**config.mk**
```make
export PLATFORM = sky130hd
export DESIGN_NAME = me_pe_sad
export DESIGN_NICKNAME = d
export VERILOG_FILES = /design/src/rtl/me_pkg.sv /design/src/rtl/me_absdiff.sv /design/src/rtl/me_pe_sad.sv
export SDC_FILE = /design/constraint.sdc
export NUM_CORES = 1
export LEC_CHECK = 0
export CORE_ASPECT_RATIO = 1.4
export CORE_UTILIZATION = 51
export CTS_BUF_LIST = sky130_fd_sc_hd__clkbuf_2 sky130_fd_sc_hd__clkbuf_4 sky130_fd_sc_hd__clkbuf_8
export DETAILED_ROUTE_END_ITERATION = 10
export PLACE_DENSITY = 0.81
export SYNTH_ARGS = -nofsm -noshare
export SYNTH_HDL_FRONTEND = slang
export SYNTH_SLANG_ARGS = --single-unit
```
**constraint.sdc**
```tcl
create_clock -name clk -period 3.1 [get_ports clk]
set_input_delay 0.775 -clock clk [delete_from_list [all_inputs] [get_ports clk]]
set_output_delay 0.775 -clock clk [all_outputs]
set_load 0.01 [all_outputs]
```
**src/rtl/me_pkg.sv**
```systemverilog
// Shared motion-estimation constants and helpers used across the ME array blocks.
package me_pkg;
  localparam int PIX_W_DEF = 8;

  // Bits needed to hold a full SAD over blk_pix pixels without overflow.
  function automatic int sad_width(input int pix_w, input int blk_pix);
    return pix_w + $clog2(blk_pix);
  endfunction
endpackage

```
**src/rtl/me_absdiff.sv**
```systemverilog
// Combinational unsigned absolute difference; shared with the SAD-tree blocks.
module me_absdiff #(
  parameter int PIX_W = me_pkg::PIX_W_DEF
) (
  input  logic [PIX_W-1:0] a,
  input  logic [PIX_W-1:0] b,
  output logic [PIX_W-1:0] d
);
  assign d = (a >= b) ? a - b : b - a;
endmodule

```
**src/rtl/me_pe_sad.sv**
```systemverilog
// ME array processing element: current-pixel slot store, neighbour reference
// register, registered |cur-ref| and a saturating per-candidate SAD accumulator.
module me_pe_sad
  import me_pkg::*;
#(
  parameter  int PIX_W   = PIX_W_DEF,
  parameter  int SLOTS   = 8,
  parameter  int REF_SRC = 4,
  parameter  int ACC_W   = sad_width(PIX_W_DEF, 256),
  localparam int SW      = (SLOTS > 1) ? $clog2(SLOTS) : 1,
  localparam int RW      = (REF_SRC > 1) ? $clog2(REF_SRC) : 1
) (
  input  logic                     clk,
  input  logic                     rst_n,
  input  logic [PIX_W-1:0]         cur_in,
  input  logic                     cur_we,
  input  logic [SW-1:0]            cur_wslot,
  input  logic [SW-1:0]            cur_rslot,
  output logic [PIX_W-1:0]         cur_out,
  input  logic [REF_SRC*PIX_W-1:0] ref_src,
  input  logic [RW-1:0]            ref_sel,
  input  logic                     ref_en,
  output logic [PIX_W-1:0]         ref_out,
  input  logic                     cmp_en,
  input  logic [SW-1:0]            cmp_slot,
  input  logic                     cmp_last,
  input  logic                     acc_clr,
  output logic [PIX_W-1:0]         abs_out,
  output logic                     abs_valid,
  output logic [ACC_W-1:0]         sad_out,
  output logic                     sad_valid,
  output logic                     sad_sat
);
  logic [SLOTS-1:0][PIX_W-1:0] slot_q;
  logic [PIX_W-1:0]            cmp_pix, ref_mux, abs_d;
  logic                        last_q, sat_q, sat_base, ovf;
  logic [ACC_W-1:0]            acc_q, acc_base, sum;
  logic [ACC_W:0]              sum_full;

  // Out-of-range slot indices read as 0; out-of-range ref_sel falls back to source 0.
  always_comb begin
    cur_out = '0;
    cmp_pix = '0;
    ref_mux = ref_src[PIX_W-1:0];
    for (int i = 0; i < SLOTS; i++) begin
      if (cur_rslot == SW'(i)) cur_out = slot_q[i];
      if (cmp_slot == SW'(i))  cmp_pix = slot_q[i];
    end
    for (int i = 0; i < REF_SRC; i++)
      if (ref_sel == RW'(i)) ref_mux = ref_src[i*PIX_W +: PIX_W];
  end

  me_absdiff #(.PIX_W(PIX_W)) u_absdiff (
    .a(cmp_pix),
    .b(ref_out),
    .d(abs_d)
  );

  // acc_clr lets a coincident sample seed the new sum instead of being dropped.
  always_comb begin
    acc_base = acc_clr ? '0 : acc_q;
    sat_base = acc_clr ? 1'b0 : sat_q;
    sum_full = {1'b0, acc_base} + (ACC_W+1)'(abs_out);
    ovf      = sum_full[ACC_W];
    sum      = ovf ? '1 : sum_full[ACC_W-1:0];
  end

  always_ff @(posedge clk or negedge rst_n) begin
    if (!rst_n) begin
      slot_q <= '0;
      ref_out <= '0;
    end else begin
      for (int i = 0; i < SLOTS; i++)
        if (cur_we && cur_wslot == SW'(i)) slot_q[i] <= cur_in;
      if (ref_en) ref_out <= ref_mux;
    end
  end

  always_ff @(posedge clk or negedge rst_n) begin
    if (!rst_n) begin
      abs_out   <= '0;
      abs_valid <= 1'b0;
      last_q    <= 1'b0;
    end else begin
      abs_valid <= cmp_en;
      if (cmp_en) begin
        abs_out <= abs_d;
        last_q  <= cmp_last;
      end
    end
  end

  always_ff @(posedge clk or negedge rst_n) begin
    if (!rst_n) begin
      acc_q     <= '0;
      sat_q     <= 1'b0;
      sad_out   <= '0;
      sad_valid <= 1'b0;
      sad_sat   <= 1'b0;
    end else begin
      sad_valid <= 1'b0;
      if (abs_valid && last_q) begin
        sad_out   <= sum;
        sad_sat   <= sat_base | ovf;
        sad_valid <= 1'b1;
        acc_q     <= '0;
        sat_q     <= 1'b0;
      end else if (abs_valid) begin
        acc_q <= sum;
        sat_q <= sat_base | ovf;
      end else begin
        acc_q <= acc_base;
        sat_q <= sat_base;
      end
    end
  end
endmodule

```
# Word-level counts from Yosys, hierarchy flattened
# Cells that the tools add are included.
[classes] n_addsub=3 order_cmp=1 eq_ne=24 muxes=28 n_bitwise=1 reduce_logical=12
[ops] op="8-bit two-way mux" count=20
[ops] op="16-bit two-way mux" count=4
[ops] op="3-bit equality test, second input constant" count=12
[ops] op="3-bit by 2-bit equality test with 1-bit output, second input constant" count=6
[ops] op="16-bit by 8-bit adder with 17-bit output" count=1
[ops] op="8-bit subtractor" count=2
[ops] op="3-bit by 1-bit equality test with 1-bit output, second input constant" count=3
[ops] op="1-bit logical AND" count=9
[ops] op="3-bit logical NOT" count=3
[ops] op="8-bit >= comparator" count=1
[ops] op="2-bit equality test, second input constant" count=2
[ops] op="1-bit two-way mux" count=4
[ops] op="2-bit by 1-bit equality test with 1-bit output, second input constant" count=1
[ops] op="1-bit bitwise OR" count=1
[word_totals] ff_bits=117 in_bits=58

# Logic depth before layout (Yosys ltp)
# Gate-level depths: netlist (run 1).
[logic_depth] depth_word=11 depth_mapped=15 mapped_depth_nobuf=14

# Modules after synthesis
# A second synthesis (run 1) with hierarchy kept.
[unflattened] hier_cells=633 area_unflattened_um2=7051.8
[modules_own_cells] mod="me_pe_sad" n_inst=1 cells_each=552 area_each_um2=6399.9
[modules_own_cells] mod="me_absdiff" n_inst=1 cells_each=81 area_each_um2=651.9

# Worst setup path before layout (run 1)
# No wires, ideal clock.
[synth_timing] path_kind="input to register" startpoint="input port cmp_slot[0]" endpoint="register abs_out[3]" arrival_ns=3.640 required_ns=2.975 setup_slack_ns=-0.665 stages=15 n_path_buf=2 cell_sequence="buf_2 -> buf_2 -> mux4_2 -> mux2_2 -> inv_1 -> ha_1 -> inv_1 -> fa_1 -> nand3_1 -> and2_1 -> a31o_4 -> nand2_4 -> mux2i_1 -> xor2_1 -> mux2_2"
[synth_via] elab_chain_len=11 word_cells_on_any_way=20 classes_between="add/sub: 2; order compare: 1; eq/ne: 7; mux: 9; reduce/logical: 1"
[synth_rtl] item="from (decl)" line_no="me_pe_sad.sv:25" source="input logic [SW-1:0] cmp_slot,"
[synth_rtl] item="3-bit logical NOT" line_no="me_pe_sad.sv:47" source="if (cmp_slot == SW'(i)) cmp_pix = slot_q[i];"
[synth_rtl] item="8-bit two-way mux (7 in series)" line_no="me_pe_sad.sv:47"
[synth_rtl] item="8-bit two-way mux (*)" line_no="me_pe_sad.sv:47"
[synth_rtl] item="8-bit subtractor / 8-bit >= comparator (equally long branches)" line_no="me_absdiff.sv:9" source="assign d = (a >= b) ? a - b : b - a;"
[synth_rtl] item="8-bit two-way mux (*)" line_no="me_absdiff.sv:9"
[synth_rtl] item="to (signal assigned)" line_no="me_pe_sad.sv:87" source="abs_out <= abs_d;"
[synth_rtl] item="to (decl)" line_no="me_pe_sad.sv:28" source="output logic [PIX_W-1:0] abs_out,"
# Every way passes the cells marked *; elsewhere a longest branch is shown, timed or not.
# A chain may end at the register's enable or synchronous reset.

# Worst setup path in the final report (run 1)
[layout_timing] startpoint="input port cmp_slot[0]" endpoint="register abs_out[5]"
# Same word-level chain as after synthesis.

==> summary.txt, run 1 <==
Routing
  – Post-route DRC violation count: 0
  – Final WL: 20500 um
  – Drt initial violations: 324
  – DR pass1 iterations: 5
  – Post-route ant nets: 0
  – Drt wl/cell: 19.8 um
  – Routed vias: 6148
  – Vias per cell: 5.93

Yosys
  – Mapped cell area: 0.00706 mm^2
  – Synth area leader: dfrtp_1
  – Yosys reg bits: 117
  – Synth warn: 0
  – Post-synth EDFFs: 0
  – Syn_nets: 744
  – Primary FF master, synth: dfrtp_1
  – Cells after Synth: 660
  – Synth async-reset ratio: 100%
  – Post-synth top area share: 41.5%
  – Yosys cell types: 61
  – Sequential-to-total area share from yosys stat: 41.5%
  – Synth top area cells: dfrtp_1 41%, mux2_2 13%, mux4_2 6.1%
  – Avg Inst Size Synth: 10.7 um^2

Final layout
  – Area delta synth->final: 34.1%
  – Final Util: 70.3%
  – Commonest non-fill, non-tap cells in the layout: 117 x dfrtp_1, 84 x clkdlybuf4s50_1, 82 x buf_4
  – Layout cells sized above 1: 31.9%
  – Net total in the final layout: 925
  – Sequential cell area: 0.00293 mm^2
  – Final instance area: 0.00946 mm^2
  – Area of the multi-input gates: 0.00406 mm^2
  – FILL cells: 933
  – ANT cells: 0
  – Commonest non-fill, non-tap cell in the layout: dfrtp_1

GRT
  – First-pass GRT wire length: 33000 um
  – GRT Overall Usage: 30.4%
  – Total grt overflow: 0
  – Vias in the first global route: 6643
  – Initial antenna violation count: 0
  – Pin count of the biggest net entering global routing: 46

Setup path
  – Max FO, Critical Path: 8
  – CP most frequent cell: buf_6
  – Critical path data arrival time: 3.45 ns
  – Slowest-stage cell, CP: mux4_2
  – WP data required: 3.43 ns
  – Critical path cell sequence: buf_8, buf_6, mux4_2, mux2_4, ha_4, or3_1, o2111ai_2, a31o_4, nand2_8, buf_6, o2111a_1, mux2i_1, nand3_1
  – CP Launch Type: input port
  – Kind of critical path: in -> reg
  – Delay of the slowest critical-path stage: 0.54 ns
  – Critical Path Sink Type: register

Clock network
  – CTS sink cnt: 117
  – CTS tree: built
  – Worst skew pair latency: 0.45 ns
  – Maximum clock path buffer count: 2
  – CTS Buf Count: 17
  – CTS Root Cell: clkbuf_8
  – Htree depth: 4
  – Clk slew on worst S/H paths: 0.09 ns

Placed design
  – Detailed placer's ending HPWL: 14700 um
  – Placed Area: 0.00889 mm^2
  – Placer's final routability congestion estimate: 0.956
  – Port bufs: 100

Pwr
  – Leak: 4.18 nW
  – Power Total: 6.05 mW
  – Flop pwr share: 35.7%
  – Peak supply drop: 0.346 mV
  – Power Internal: 3.87 mW
  – Share of total power in the clock network: 21.3%
  – P_sw: 2.18 mW
  – Comb pwr share: 43.0%
  – Pwr/cell area: 640 mW/mm^2
  – Sw frac: 36.1%

Timing
  – Final Hold Vio Count: 0
  – Worst hold margin: 0.242 ns
  – Setup Skew: 0.0162 ns
  – Final setup viols: 2
  – RSZ-0062 raised after global routing: true
  – Slew HR: 51.0%
  – Slew @ Worst Pin: 0.732 ns
  – Fin worst setup slack: -0.0232 ns
  – Achievable Freq: 320 MHz
  – Setup TNS: -0.0290 ns
  – Post-route minimum period: 3.12 ns
  – Final period util: 101%
  – Pins over their slew limit: 0

Floorplanning
  – Io pins: 101
  – Core area: 0.0135 mm^2
  – Rows: 50
  – Starting Density: 52.5%
  – Die Area: 0.0143 mm^2
  – Die X: 101 um
  – Die height: 141 um

Outcome
  – Failing checks: setup timing
  – Status: complete, but fails checks

Hold path
  – Hold WC Path Type: in -> async

Job
  – Max_cap viols: 0
-- state kept, by name, summed over array words and instances, names as in the netlist --
name and count:
acc_q 16, sat_q 1, abs_valid 1, slot_q 64, ref_out 8, abs_out 8
sad_valid 1, last_q 1, sad_sat 1, sad_out 16
-- layout make-up --
class,count,area share [%]
Multi-Input combinational cell,482,42.9
Sequential cell,117,30.9
Timing Repair Buffer,195,18.8
Clock buffer,17,2.47
Tap cell,182,2.41
Clock inverter,15,1.32
Inverter,28,1.11
-- synth_stat cells (all sizes together) (6+ instances only) --
cell type and number:
nand3 11, a21oi 34, and3 7, nor2 40, xnor2 8, mux2 80, a22o 10, nand2 73
ha 23, nor2b 18, nand2b 12, a21o 7, o21ai 41, dfrtp 117, mux2i 20, mux4 19
o2bb2ai 8, inv 27, clkbuf 27, o221ai 9, buf 6
-- through the flow --
step,cells,worst slack (ns)
after floorplan,660,-0.340
after global placement,996,-0.946
after detailed placement,996,-1.02
after CTS,1033,0.00699
after global routing,1036,-0.136
final,1036,-0.0232
-- worst max-delay path: cells and delay by family --
kind	cells	cell delay (ns)
mux	3	1.00
simple gates	3	0.55
compound gates	3	0.55
fa+ha+maj	1	0.22
buf+inv	3	0.35
-- path summary, 6_finish.rpt --
kind                            slack (ns)          to  cells after the start   startpoint
max in group asynchronous             2.14   acc_q[12]                      2        rst_n
worst max register to register        0.11  abs_out[5]                     14   slot_q[24]
worst min-delay path                  0.24    acc_q[0]                      1        rst_n
min in group clk                      0.47     sad_sat                      2      sad_sat
worst max-delay path                 -0.02  abs_out[5]                     13  cmp_slot[0]
worst min register to register        0.47     sad_sat                      2      sad_sat
-- cell families (layout without fill, tap and decap cells) --
logic type	Yosys count	count (layout)	share of synthesized area, %
AND/OR/NAND/NOR	187	187	13.3
adder cells (fa/ha/maj)	26	26	4.93
multiplexers	119	119	21.7
buffers and inverters	61	255	3.51
flip-flops	117	117	41.5
AO/OA/AOI/OAI	139	139	13.7
XOR/XNOR	11	11	1.37
-- power by group through the flow --
stage | sequential [mW] | clock, mW | combinational (mW)
3_5_place_dp | 2.17 | 0 | 2.39
6_report | 2.16 | 1.29 | 2.61
3_3_place_gp | 2.14 | 0 | 2.28
5_1_grt | 2.20 | 1.38 | 2.83
2_1_floorplan | 2.13 | 0 | 1.35
4_1_cts | 2.14 | 1.31 | 2.46
-- metal layers --
metal	share of wire (%)	vias up	routed length, um	GRT usage (%)
met5	0	-	0	0
met4	4.3	0	882	17.5
met3	5.5	76	1130	5.85
met2	54	290	11000	54.5
met1	36	3021	7490	32.9
li1	-	2761	-	-
-- timing repair --
action	CTS	global route
cloned	1	0
hold buffers	0	0
setup endpoints to repair	45	37
gates resized for setup	54	21
pin swaps	7	14
setup buffers	4	3
Power figures use the tool's default switching activity.
==> run 2: changes to the inputs <==
CORE_UTILIZATION = 56   (was 51)
DONT_BUFFER_PORTS = 1   (was not set)
PLACE_DENSITY = 0.77   (was 0.81)
==> summary.txt, run 2 (synthesis gave the netlist of run 1 again) <==
Outcome
  – Status: finished clean

Setup path
  – Worst r2r path cells: 14 (unchanged)
  – CP most frequent cell: mux2i_1
  – Max FO, Critical Path: 8 (unchanged)
  – CP top delay family: multiplexers
  – Buffers & Inverters on Critical Path: 0 (-3)
  – Delay of the slowest critical-path stage: 0.41 ns (-0.13 ns)
  – Kind of critical path: reg -> reg
  – Critical path cell sequence: mux2_4, mux2i_1, o221a_2, nand2_1, o211ai_1, o21ai_1, ha_1, nand3_2, and2_4, a31o_4, nand2_8, mux2_2, mux2i_1, nand3_1
  – Critical Path Sink Type: register
  – Crit path launch: slot_q[3]
  – WP data required: 3.43 ns (about the same)
  – Slowest-stage cell, CP: dfrtp_1
  – R2R Path End: abs_out[5]
  – FF-to-FF setup slack: 0.07 ns (-0.04 ns)
  – CP Launch Type: register
  – Critical path data arrival time: 3.36 ns (-0.09 ns)
  – FF-to-FF Start: slot_q[3]

Routing
  – Post-route DRC violation count: 0 (unchanged)
  – Final WL: 17100 um (-16%)
  – Post-route ant nets: 0 (unchanged)
  – Drt initial violations: 244 (-25%)
  – Drt wl/cell: 20.4 um (+2.9%)
  – Vias per cell: 6.36 (+7.1%)
  – Routed vias: 5345 (-13%)
  – DR pass1 iterations: 4 (-1)

Pwr
  – Leak: 3.43 nW (-18%)
  – Pwr/cell area: 693 mW/mm^2 (+8.3%)
  – Peak supply drop: 0.475 mV (+37%)

Job
  – Max_cap viols: 0 (unchanged)

Placed design
  – Placer's final routability congestion estimate: 0.913 (-4.6%)
  – Placed cells: 807 (-19%)
  – Detailed placer's ending HPWL: 12200 um (-18%)
  – Pre-CTS setup slack: -0.426 ns (+0.593 ns)
  – Port bufs: 0 (-100%)
  – Placed Area: 0.00738 mm^2 (-17%)

Timing
  – Setup TNS: 0 ns (+0.0290 ns)
  – Fin worst setup slack: 0.0729 ns (+0.0960 ns)
  – Slew @ Worst Pin: 0.995 ns (+0.263 ns)
  – Setup Skew: 0.0126 ns (-0.00358 ns)
  – Pins over their slew limit: 0 (unchanged)
  – Post-route minimum period: 3.03 ns (-0.0960 ns)
  – Final Hold Vio Count: 0 (unchanged)
  – Slew HR: 33.3% (-18 points)
  – Achievable Freq: 330 MHz (+3.2%)
  – Worst hold margin: 0.0190 ns (-0.223 ns)
  – Final period util: 97.6% (-3.1 points)
  – Final setup viols: 0 (-2)
  – RSZ-0062 raised after global routing: true

Clock network
  – Worst skew pair latency: 0.45 ns (about the same)
  – Clk slew on worst S/H paths: 0.07 ns (-0.02 ns)
  – CTS Root Cell: clkbuf_8
  – Maximum clock path buffer count: 2 (unchanged)
  – Htree depth: 4 (unchanged)
  – CTS tree: built
  – CTS sink cnt: 117 (unchanged)
  – CTS Buf Count: 17 (unchanged)

Final layout
  – Area delta synth->final: 11.5%
  – Largest register FFs: 64 (unchanged)
  – ANT cells: 0 (unchanged)
  – Commonest non-fill, non-tap cell in the layout: dfrtp_1
  – Non-Filler Instances: 841 (-19%)
  – Top flop regs: slot_q x64, acc_q x16, sad_out x16
  – FILL cells: 945 (+1.3%)
  – Net total in the final layout: 762 (-18%)
  – Final instance area: 0.00787 mm^2 (-17%)
  – Biggest register: slot_q
  – Layout cells sized above 1: 27.8% (-4.1 points)
  – Commonest non-fill, non-tap cells in the layout: 117 x dfrtp_1, 76 x mux2_2, 72 x nand2_1

GRT
  – First-pass GRT wire length: 27600 um (-16%)
  – Vias in the first global route: 5658 (-15%)
  – Total grt overflow: 0 (unchanged)
  – Initial antenna violation count: 0 (unchanged)
  – Pin count of the biggest net entering global routing: 103 (+120%)
  – GRT Overall Usage: 27.3% (-3.2 points)

Floorplanning
  – Io pins: 101 (unchanged)
  – Starting Density: 57.3% (+4.9 points)
  – Die X: 96.9 um (-4.5%)
  – Die Area: 0.0131 mm^2 (-8.8%)
  – Rows: 48 (-4.0%)
  – Die height: 135 um (-4.5%)
  – Core area: 0.0123 mm^2 (-8.5%)

Hold path
  – Hold WC Path Type: in -> async
run 2: worst max path at each step:
stage	to	cells past startpoint
2_1_floorplan	abs_out[3]	15
3_3_place_gp	abs_out[5]	14
3_5_place_dp	abs_out[5]	14
4_1_cts	abs_out[5]	14
5_1_grt	abs_out[5]	14
6_report	abs_out[5]	14
run 2: final cells by class:
| class | instances | area, um^2 | area share, % |
|---|---|---|---|
| flip-flops and latches | 117 | 2930 | 37.2 |
| clock buffers | 17 | 234 | 2.97 |
| well taps | 150 | 188 | 2.38 |
| multi-input cells | 482 | 3990 | 50.7 |
| inverters | 28 | 105 | 1.34 |
| clock inverters | 15 | 183 | 2.32 |
| repair buffers | 32 | 246 | 3.13 |
run 2: timing repair:
| item | 4_1_cts | 5_1_grt |
|---|---|---|
| buffers inserted | 0 | 1 |
| setup endpoints to repair | 1 | 6 |
| hold buffers | 1 | 0 |
| pin swaps | 1 | 9 |
| resized for setup | 1 | 10 |
| hold endpoints to repair | 16 | 0 |
run 2: per-stage QoR:
stage / power (mW) / utilization [%]
floorplan: 3.49 / -
global placement: 3.81 / 60.0
detailed placement: 3.92 / 60.0
CTS: 5.40 / 63.4
global route: 5.74 / 63.9
finish: 5.45 / 63.9
run 2: power by group:
part           leakage, nW  switching (mW)  internal, mW
clock                0.186           0.663         0.795
combinational         1.80           0.850         0.939
sequential            1.45           0.334          1.87
run 2: metal layers:
layer	share of wire, %	vias up	track usage [%]
met4	4.6	0	17.7
met2	53	191	49.1
met3	5.4	55	5.54
met1	37	2666	28.9
met5	0	-	0
li1	-	2433	-
